### src/rtl/uart_fifo_tx_if.sv
// Read-side bus between a synchronous FIFO and the UART transmitter that drains it.
// The transmitter is the master: it issues the pop strobe and consumes flag and data.
interface uart_fifo_tx_if #(
    parameter int data_width = 8
);
    logic                  fifo_empty;
    logic [data_width-1:0] fifo_rd_data;
    logic                  fifo_rd_en;

    modport master (
        input  fifo_empty,
        input  fifo_rd_data,
        output fifo_rd_en
    );

    modport slave (
        output fifo_empty,
        output fifo_rd_data,
        input  fifo_rd_en
    );
endinterface

### src/rtl/uart_fifo_tx.sv
// UART transmitter that pops bytes from a registered-read FIFO and sends them LSB-first
// as start / data / optional parity / stop-bit frames on an idle-high serial line.
module uart_fifo_tx #(
    parameter int data_width   = 8,
    parameter int clks_per_bit = 16,
    parameter int parity_en    = 0,
    parameter int parity_odd   = 0,
    parameter int stop_bits    = 1
) (
    input  logic             clk,
    input  logic             rst,
    input  logic             tx_en,
    uart_fifo_tx_if.master   fifo,
    output logic             tx,
    output logic             tx_busy,
    output logic             tx_done
);
    localparam int CNT_W = $clog2(clks_per_bit);
    localparam int IDX_W = (data_width > 1) ? $clog2(data_width) : 1;

    localparam logic [CNT_W-1:0] CNT_LAST  = CNT_W'(clks_per_bit - 1);
    localparam logic [CNT_W-1:0] CNT_PRE   = CNT_W'(clks_per_bit - 2);
    localparam logic [IDX_W-1:0] IDX_LAST  = IDX_W'(data_width - 1);
    localparam logic [IDX_W-1:0] STOP_LAST = IDX_W'(stop_bits - 1);

    typedef enum logic [2:0] {
        IDLE   = 3'd0,
        FETCH  = 3'd1,
        LOAD   = 3'd2,
        START  = 3'd3,
        DATA   = 3'd4,
        PARITY = 3'd5,
        STOP   = 3'd6
    } state_t;

    state_t                state_r;
    logic [CNT_W-1:0]      cnt_r;
    logic [CNT_W-1:0]      cnt_next_s;
    logic [IDX_W-1:0]      idx_r;
    logic [data_width-1:0] shift_r;
    logic                  par_r;

    function automatic logic parity_of(input logic [data_width-1:0] d);
        return (^d) ^ 1'(parity_odd);
    endfunction

    // Pop strobe is a decode of the FETCH state, suppressed while reset is asserted.
    assign fifo.fifo_rd_en = (state_r == FETCH) && !rst;

    // Baud counter successor: wraps at every bit boundary.
    always_comb begin
        if (cnt_r == CNT_LAST) begin
            cnt_next_s = '0;
        end else begin
            cnt_next_s = cnt_r + 1'b1;
        end
    end

    // Frame sequencer with registered line, busy and done outputs.
    always_ff @(posedge clk) begin
        if (rst) begin
            state_r <= IDLE;
            tx      <= 1'b1;
            tx_busy <= 1'b0;
            tx_done <= 1'b0;
            cnt_r   <= '0;
            idx_r   <= '0;
            shift_r <= '0;
            par_r   <= 1'b0;
        end else begin
            tx_done <= 1'b0;
            case (state_r)
                IDLE: begin
                    tx <= 1'b1;
                    if (tx_en && !fifo.fifo_empty) begin
                        state_r <= FETCH;
                        tx_busy <= 1'b1;
                    end
                end
                FETCH: begin
                    state_r <= LOAD;
                end
                LOAD: begin
                    // Parity is latched now because the shift register is consumed bit by bit.
                    shift_r <= fifo.fifo_rd_data;
                    par_r   <= parity_of(fifo.fifo_rd_data);
                    tx      <= 1'b0;
                    cnt_r   <= '0;
                    idx_r   <= '0;
                    state_r <= START;
                end
                START: begin
                    cnt_r <= cnt_next_s;
                    if (cnt_r == CNT_LAST) begin
                        tx      <= shift_r[0];
                        shift_r <= shift_r >> 1;
                        state_r <= DATA;
                    end
                end
                DATA: begin
                    cnt_r <= cnt_next_s;
                    if (cnt_r == CNT_LAST) begin
                        if (idx_r == IDX_LAST) begin
                            idx_r <= '0;
                            if (parity_en != 0) begin
                                tx      <= par_r;
                                state_r <= PARITY;
                            end else begin
                                tx      <= 1'b1;
                                state_r <= STOP;
                            end
                        end else begin
                            idx_r   <= idx_r + 1'b1;
                            tx      <= shift_r[0];
                            shift_r <= shift_r >> 1;
                        end
                    end
                end
                PARITY: begin
                    cnt_r <= cnt_next_s;
                    if (cnt_r == CNT_LAST) begin
                        tx      <= 1'b1;
                        idx_r   <= '0;
                        state_r <= STOP;
                    end
                end
                STOP: begin
                    cnt_r <= cnt_next_s;
                    // Raised one cycle early so the registered pulse lands on the final stop cycle.
                    if ((cnt_r == CNT_PRE) && (idx_r == STOP_LAST)) begin
                        tx_done <= 1'b1;
                    end
                    if (cnt_r == CNT_LAST) begin
                        if (idx_r == STOP_LAST) begin
                            idx_r   <= '0;
                            tx_busy <= 1'b0;
                            state_r <= IDLE;
                        end else begin
                            idx_r <= idx_r + 1'b1;
                        end
                    end
                end
                default: begin
                    tx      <= 1'b1;
                    tx_busy <= 1'b0;
                    state_r <= IDLE;
                end
            endcase
        end
    end
endmodule

### src/flat_wrapper.sv
// flat-port wrapper written by rule: the top's interface ports become plain ports
module uart_fifo_tx_flat 
#(
    parameter int data_width   = 8,
    parameter int clks_per_bit = 16,
    parameter int parity_en    = 0,
    parameter int parity_odd   = 0,
    parameter int stop_bits    = 1
)
  (clk, rst, tx_en, tx, tx_busy, tx_done, fifo_fifo_empty, fifo_fifo_rd_data, fifo_fifo_rd_en);
  uart_fifo_tx_if #(.data_width(data_width)) fifo_i ();
  input  logic clk;
  input  logic rst;
  input  logic tx_en;
  output logic tx;
  output logic tx_busy;
  output logic tx_done;
  input wire logic [$bits(fifo_i.fifo_empty)-1:0] fifo_fifo_empty;
  input wire logic [$bits(fifo_i.fifo_rd_data)-1:0] fifo_fifo_rd_data;
  output wire logic [$bits(fifo_i.fifo_rd_en)-1:0] fifo_fifo_rd_en;
  assign fifo_i.fifo_empty = fifo_fifo_empty;
  assign fifo_i.fifo_rd_data = fifo_fifo_rd_data;
  assign fifo_fifo_rd_en = fifo_i.fifo_rd_en;
  uart_fifo_tx #(.data_width(data_width), .clks_per_bit(clks_per_bit), .parity_en(parity_en), .parity_odd(parity_odd), .stop_bits(stop_bits)) u_core (.clk(clk), .rst(rst), .tx_en(tx_en), .fifo(fifo_i), .tx(tx), .tx_busy(tx_busy), .tx_done(tx_done));
endmodule
### config.mk
export PLATFORM = sky130hd
export DESIGN_NAME = uart_fifo_tx_flat
export DESIGN_NICKNAME = d
export VERILOG_FILES = /design/src/rtl/uart_fifo_tx_if.sv /design/src/rtl/uart_fifo_tx.sv /design/src/flat_wrapper.sv
export SDC_FILE = /design/constraint.sdc
export NUM_CORES = 1
export LEC_CHECK = 0
export CORE_ASPECT_RATIO = 1.75
export CORE_UTILIZATION = 38
export DETAILED_ROUTE_END_ITERATION = 8
export HOLD_SLACK_MARGIN = 0.15
export PLACE_DENSITY = 0.64
export SYNTH_ARGS = -nofsm -noshare
export SYNTH_HDL_FRONTEND = slang
export SYNTH_SLANG_ARGS = --single-unit
### constraint.sdc
create_clock -name clk -period 1.8 [get_ports clk]
set_input_delay 0.36 -clock clk [delete_from_list [all_inputs] [get_ports clk]]
set_output_delay 0.36 -clock clk [all_outputs]
set_load 0.05 [all_outputs]
==> metrics.md, run 1 <==
| Metric | Value |
|---|---|
| Pins Over Slew Limit | `0` |
| Design area | `0.00204 mm^2` |
| Critical path's slowest cell | `dfxtp_2` |
| Area of the multi-input gates | `0.00112 mm^2` |
| Largest net degree at the start of global routing | `26` |
| Final ANT Viol Nets | `0` |
| Switching Share | `31.6%` |
| Share of the yosys chip area belonging to registers | `26.6%` |
| Grt ovf | `0` |
| Reg2Reg Depth | `7` |
| Vias in the first global route | `1531` |
| Max-Cap Viols | `0` |
| Cts bufs inserted | `3` |
| Post-DR vias/cell | `5.91` |
| Post-synth top area share | `26.6%` |
| Fill count | `402` |
| Rel. slew slack | `67.6%` |
| Routed via count | `1631` |
| Final Hold Viols | `0` |
| EDFF count, synth | `0` |
| P_int | `0.795 mW` |
| Worst-case clock buffer depth | `2` |
| Worst hold-check path type | `reg -> reg` |
| Die width | `50.7 um` |
| Root buf cell | `clkbuf_8` |
| Worst-path clk slew | `0.08 ns` |
| Post-Syn Instances | `201` |
| Worst Clk Skew | `0.00567 ns` |
| Core ar. | `0.00394 mm^2` |
| Final Setup Violations | `0` |
| Crit Path Category | `reg -> out` |
| Worst Setup Start Kind | `flip-flop` |
| Least-Margin Pin Slew | `0.484 ns` |
| PnR Total Power | `1.16 mW` |
| Critical path fanouts, max | `11` |
| Period Utilization, post-route | `97.4%` |
| Io pins | `16` |
| Most frequent cell after synthesis | `dfxtp_1` |
| Detailed Routing Iterations Pass 1 | `4` |
| Top FF cell, synth | `dfxtp_1` |
| Status | `finished, final reports clean` |
| WHS Endpoint | `u_core.shift_r[2]$_SDFFE_PP0P_` |
| Starting density of the core | `40.0%` |
| P per Cell Area | `569 mW/mm^2` |
| Row Count | `30` |
| Wirelength per Cell | `16.1 um` |
| CTS Hold Buffers Added | `0` |
| Hold path cells | `2` |
| CP arrival | `1.39 ns` |
| Nets | `246` |
| Final Critical Period | `1.75 ns` |
| RSZ-0062 raised after global routing | `true` |
| Cell variety after synth | `48` |
| Die ar. | `0.00442 mm^2` |
| CP endpoint kind | `primary output` |
| Layout cells sized above 1 | `21.9%` |
| Detailed-placement wirelength estimate | `3040 um` |
| RR Endpoint | `u_core.shift_r[4]$_SDFFE_PP0P_` |
| Combinational power share | `27.3%` |
| Ranking of synthesized cells by area | `dfxtp_1 (27%), a21oi_1 (5.4%), nand2b_1 (5.2%)` |
| Hold Crit Start | `u_core.shift_r[2]$_SDFFE_PP0P_` |
| TritonCTS clock tree | `built` |
| Seq pwr share | `45.8%` |
| Clock Power Share | `27.0%` |
| Antenna cells | `0` |
| Async set-or-reset flop fraction in the synthesized netlist | `0%` |
| DRC violation count after routing | `0` |
| Dominant cell type by area after synthesis | `dfxtp_1` |
| Routability cong. | `0.777` |
| DP Area | `0.00189 mm^2` |
| Initial DRC count | `44` |
| Area Growth Syn to Fin | `29.3%` |
| Syn_area_per_cell | `7.85 um^2` |
| Peak per-stage delay on the critical path | `0.40 ns` |
| Sw Pwr | `0.367 mW` |
| Synth warn | `0` |
| Leakage power | `0.712 nW` |
| Clk_lat worst skew | `0.26 ns` |
| Die Y | `87.2 um` |
| Max VDD drop | `369 uV` |
| H-tree Lvls | `1` |
| GRT Total Usage | `20.2%` |
| Worst R2R Setup Slack | `0.05 ns` |
| Crit-path cells | `buf_4, nor4b_4, buf_12` |
| Port Buffer Count | `15` |
| Worst Path Required | `1.44 ns` |
| Global-route wire length before repair | `6890 um` |
| Post-synth top cells | `dfxtp_1 (21), a21oi_1 (17), inv_1 (14)` |
| Initial antenna violation count | `0` |
| R2R Path Start | `u_core.idx_r[0]$_SDFFE_PP0P_` |
| Register area | `423 um^2` |
| #FFs+latches synth | `21` |
| Drt total wl | `4440 um` |
| CTS sink count | `21` |
| Mapped Nets | `218` |
| Mapped cell area | `0.00158 mm^2` |
| Fmax | `571 MHz` |
-- worst max-delay path: cells and delay by family, from the launching register on --
| kind | cells | cell delay (ns) |
|---|---|---|
| buffers and inverters | 2 | 0.40 |
| flip-flops | 1 | 0.40 |
| AND/OR/NAND/NOR | 1 | 0.33 |
-- cell type report --
cell class | count | area share (%)
clock buffer | 3 | 2.02
clock inverter | 1 | 0.245
inverter | 14 | 2.58
multi-input combinational | 150 | 54.9
sequential | 21 | 20.7
tap | 48 | 2.94
timing repair buffer | 39 | 16.6
-- cell families after synthesis --
family,Yosys count,synth area share [%]
AO/OA/AOI/OAI,63,29.3
adder cells (fa/ha/maj),5,3.97
buffers and inverters,31,8.88
flip-flops,21,26.6
multiplexers,2,1.35
AND/OR/NAND/NOR,79,29.8
-- sequential cells by signal, summed over array words and instances, names as in the netlist --
| name | flops |
|---|---|
| u_core.state_r | 3 |
| u_core.cnt_r | 4 |
| u_core.tx_done | 1 |
| u_core.tx | 1 |
| u_core.shift_r | 8 |
| u_core.idx_r | 3 |
| u_core.tx_busy | 1 |
-- layer usage --
metal	up-vias	global-route usage (%)	share of wire [%]
met5	-	0	0
met4	0	8.08	2.6
met3	10	2.44	2.2
met2	32	39.0	54
met1	783	21.3	41
li1	806	-	-
-- worst max-delay path by stage --
stage	start	endpoint	depth (start not counted)
after global routing	u_core.idx_r[0]$_SDFFE_PP0P_	u_core.shift_r[4]$_SDFFE_PP0P_	7
after CTS	u_core.idx_r[0]$_SDFFE_PP0P_	u_core.shift_r[1]$_SDFFE_PP0P_	6
after floorplan	u_core.state_r[0]$_SDFFE_PP0P_	fifo_fifo_rd_en	5
after global placement	u_core.idx_r[0]$_SDFFE_PP0P_	u_core.shift_r[2]$_SDFFE_PP0P_	6
after detailed placement	u_core.idx_r[0]$_SDFFE_PP0P_	u_core.shift_r[1]$_SDFFE_PP0P_	6
final	u_core.state_r[1]$_SDFFE_PP0P_	fifo_fifo_rd_en	3
-- power groups by stage --
stage | clock network [mW] | logic [mW] | registers, mW
finish | 0.313 | 0.317 | 0.532
global route | 0.336 | 0.342 | 0.536
CTS | 0.321 | 0.302 | 0.529
detailed placement | 0 | 0.295 | 0.535
global placement | 0 | 0.292 | 0.534
floorplan | 0 | 0.203 | 0.541
-- cell usage in the layout (no fill, tap or decap), types with 7 or more instances in the layout --
cell type and instances:
buf_4 25, dfxtp_1 19, a21oi_1 17, inv_1 14, nand2b_1 13, nand2_1 12, clkdlybuf4s50_1 12, nor2_1 11
o21ai_0 8, and3_1 7, a32o_1 7, nand3b_1 7
-- timing repair --
item	in CTS	in global routing
pin swaps	0	7
setup endpoints to repair	8	9
gates cloned	1	0
resized for setup	6	11
buffers inserted	0	1
-- metrics by stage --
stage / setup WS [ns] / util [%] / std cells / hold slack (ns) / setup TNS, ns
final: 0.0476 / 51.8 / 276 / 0.507 / 0
after global routing: -0.0396 / 51.8 / 276 / 0.529 / -0.211
after CTS: 0.0483 / 50.0 / 275 / 0.498 / 0
after detailed placement: -0.132 / 48.0 / 270 / 0.485 / -0.657
after global placement: -0.0120 / 48.0 / 270 / 0.481 / -0.0484
after floorplan: 0.00588 / - / 201 / 0.449 / 0
Note: power is estimated with default switching activity, not from simulation.
==> run 2, diff against run 1 <==
- REMOVE_ABC_BUFFERS: unset -> 1
==> run 2 against run 1 <==
Compared with the run above: worst hold slack got worse by 0.0067 ns; flip-flop and latch count unchanged; first-iteration DRC count up 50%; fmax fell by 0.33%; clock power up 3%; design area fell by 0.31%; non-clock buffer count rose by 2; die area unchanged; utilization down 0.16 points; sequential power hardly changed; cell count increased by 0.72%; largest power group unchanged; largest cell class unchanged.
==> metrics.md, run 2 (synthesis gave the netlist of run 1 again) <==
| Metric | Value |
|---|---|
| Status | `finished, final reports clean` |
| Max-Cap Viols | `0 (unchanged)` |
| Worst hold-check path type | `reg -> reg` |
| Routability cong. | `0.822 (+5.8%)` |
| Critical path fanouts, max | `8 (-3)` |
| Worst Clk Skew | `0.00810 ns (+0.00244 ns)` |
| CTS Hold Buffers Added | `0 (unchanged)` |
| H-tree Lvls | `1 (unchanged)` |
| Least-Margin Pin Slew | `0.304 ns (-0.180 ns)` |
| Row Count | `30 (unchanged)` |
| Final Critical Period | `1.76 ns (+0.00589 ns)` |
| Number of flip-flops in the largest register | `8 (unchanged)` |
| Die width | `50.7 um (unchanged)` |
| DRC violation count after routing | `0 (unchanged)` |
| Layout cells sized above 1 | `22.6% (+0.68 points)` |
| Max VDD drop | `405 uV (+9.8%)` |
| Hold Slack | `0.500 ns (-0.00673 ns)` |
| Drt total wl | `4430 um (-0.27%)` |
| Worst R2R Setup Slack | `0.04 ns (about the same)` |
| Worst Path Required | `1.96 ns (+0.52 ns)` |
| CTS sink count | `21 (unchanged)` |
| Most frequent cells in the layout | `buf_4 (28), dfxtp_1 (18), a21oi_1 (17), inv_1 (14), nand2b_1 (13)` |
| Rel. slew slack | `79.2% (+12 points)` |
| Starting density of the core | `40.0% (unchanged)` |
| Final Hold Viols | `0 (unchanged)` |
| Antenna cells | `0 (unchanged)` |
| Top flop regs | `u_core.shift_r: 8 flops, u_core.cnt_r: 4 flops` |
| Die Y | `87.2 um (unchanged)` |
| Final Setup Violations | `0 (unchanged)` |
| Design area | `0.00203 mm^2 (-0.31%)` |
| Wirelength per Cell | `15.9 um (-0.99%)` |
| Crit Path Category | `reg -> reg` |
| Worst-case clock buffer depth | `2 (unchanged)` |
| Clk_lat worst skew | `0.26 ns (about the same)` |
| Leakage power | `0.725 nW (+1.7%)` |
| Met1 GRT Util | `25.4% (+4.0 points)` |
| Die ar. | `0.00442 mm^2 (unchanged)` |
| Final ANT Viol Nets | `0 (unchanged)` |
| Largest net degree at the start of global routing | `25 (-3.8%)` |
| DP Area | `0.00189 mm^2 (-0.13%)` |
| Grt ovf | `0 (unchanged)` |
| CP arrival | `1.91 ns (+0.52 ns)` |
| Period Utilization, post-route | `97.7% (+0.33 points)` |
| Initial antenna violation count | `0 (unchanged)` |
| Core ar. | `0.00394 mm^2 (unchanged)` |
| TritonCTS clock tree | `built` |
| Detailed-placement wirelength estimate | `3080 um (+1.4%)` |
| GRT Total Usage | `21.3% (+1.1 points)` |
| Routed via count | `1642 (+0.67%)` |
| Worst-path clk slew | `0.09 ns (about the same)` |
| Nets | `248 (+0.81%)` |
| Post-DR vias/cell | `5.91 (about the same)` |
| Fmax | `569 MHz (-0.33%)` |
| Detailed Routing Iterations Pass 1 | `5 (+1)` |
| M2 GR Usage | `38.8% (-0.24 points)` |
| P per Cell Area | `578 mW/mm^2 (+1.5%)` |
| Largest reg by FF count | `u_core.shift_r` |
| Cts bufs inserted | `3 (unchanged)` |
| Worst Setup Start Kind | `flip-flop` |
| RSZ-0062 raised after global routing | `true` |
| CP endpoint kind | `flip-flop` |
| Initial DRC count | `66 (+50%)` |
| Port Buffer Count | `15 (unchanged)` |
| Area Growth Syn to Fin | `28.9%` |
| Vias in the first global route | `1520 (-0.72%)` |
| Root buf cell | `clkbuf_8` |
| Global-route wire length before repair | `7230 um (+4.9%)` |
| Io pins | `16 (unchanged)` |
| GR Util met3 | `1.92% (-0.52 points)` |
| Most common cell after layout, fill and taps aside | `buf_4` |
| Pins Over Slew Limit | `0 (unchanged)` |
| Most used routing layer | `met2` |
-- run 2: final cells by class --
| class | count | area (um^2) |
|---|---|---|
| Fill cell | 403 | 1910 |
| Multi-Input combinational cell | 150 | 1100 |
| Sequential cell | 21 | 427 |
| Timing Repair Buffer | 41 | 352 |
| Tap cell | 48 | 60.1 |
| Inverter | 14 | 52.6 |
| Clock buffer | 4 | 45.0 |
-- run 2: repair_timing --
action | 4_1_cts | 5_1_grt
resized for setup | 5 | 13
endpoints found under the hold margin | 0 | 0
setup endpoints to repair | 7 | 12
pin swaps | 0 | 6
buffers inserted | 0 | 1
cloned | 1 | 0
-- run 2: worst paths after layout --
path                                 from                             end  cells after the start
min           u_core.tx_busy$_SDFFE_PP0P_     u_core.tx_busy$_SDFFE_PP0P_                      2
max          u_core.idx_r[0]$_SDFFE_PP0P_  u_core.shift_r[4]$_SDFFE_PP0P_                      7
max reg2reg  u_core.idx_r[0]$_SDFFE_PP0P_  u_core.shift_r[4]$_SDFFE_PP0P_                      7
min reg2reg   u_core.tx_busy$_SDFFE_PP0P_     u_core.tx_busy$_SDFFE_PP0P_                      2
-- run 2: power by group --
group	switching (mW)	internal, mW	total (mW)
combinational	0.173	0.151	0.324
clock	0.164	0.158	0.322
sequential	0.0326	0.496	0.529
total	0.370	0.806	1.18
-- run 2: per-stage QoR --
stage,std cells,setup TNS [ns],power (mW),utilization (%),setup slack [ns]
global placement,272,0,0.833,48.0,0.0169
CTS,277,-0.000761,1.16,49.9,-0.000761
floorplan,184,-2.60,0.707,-,-1.00
finish,278,0,1.18,51.6,0.0417
global route,278,-0.0808,1.23,51.6,-0.0381
detailed placement,272,-0.166,0.835,48.0,-0.0400
-- run 2: worst max-delay path: stages (launching register included) --
cell       delay (ns)
dfxtp_1          0.34
ha_1             0.15
ha_2             0.21
nor4b_4          0.05
buf_4            0.16
a21oi_4          0.27
nor4_1           0.11
a2111oi_1        0.36
-- run 2: per-layer routing --
layer,vias to the layer above,routed length [um]
met5,-,0
met4,0,39
met3,4,80
met2,25,2440
met1,803,1870
li1,810,-
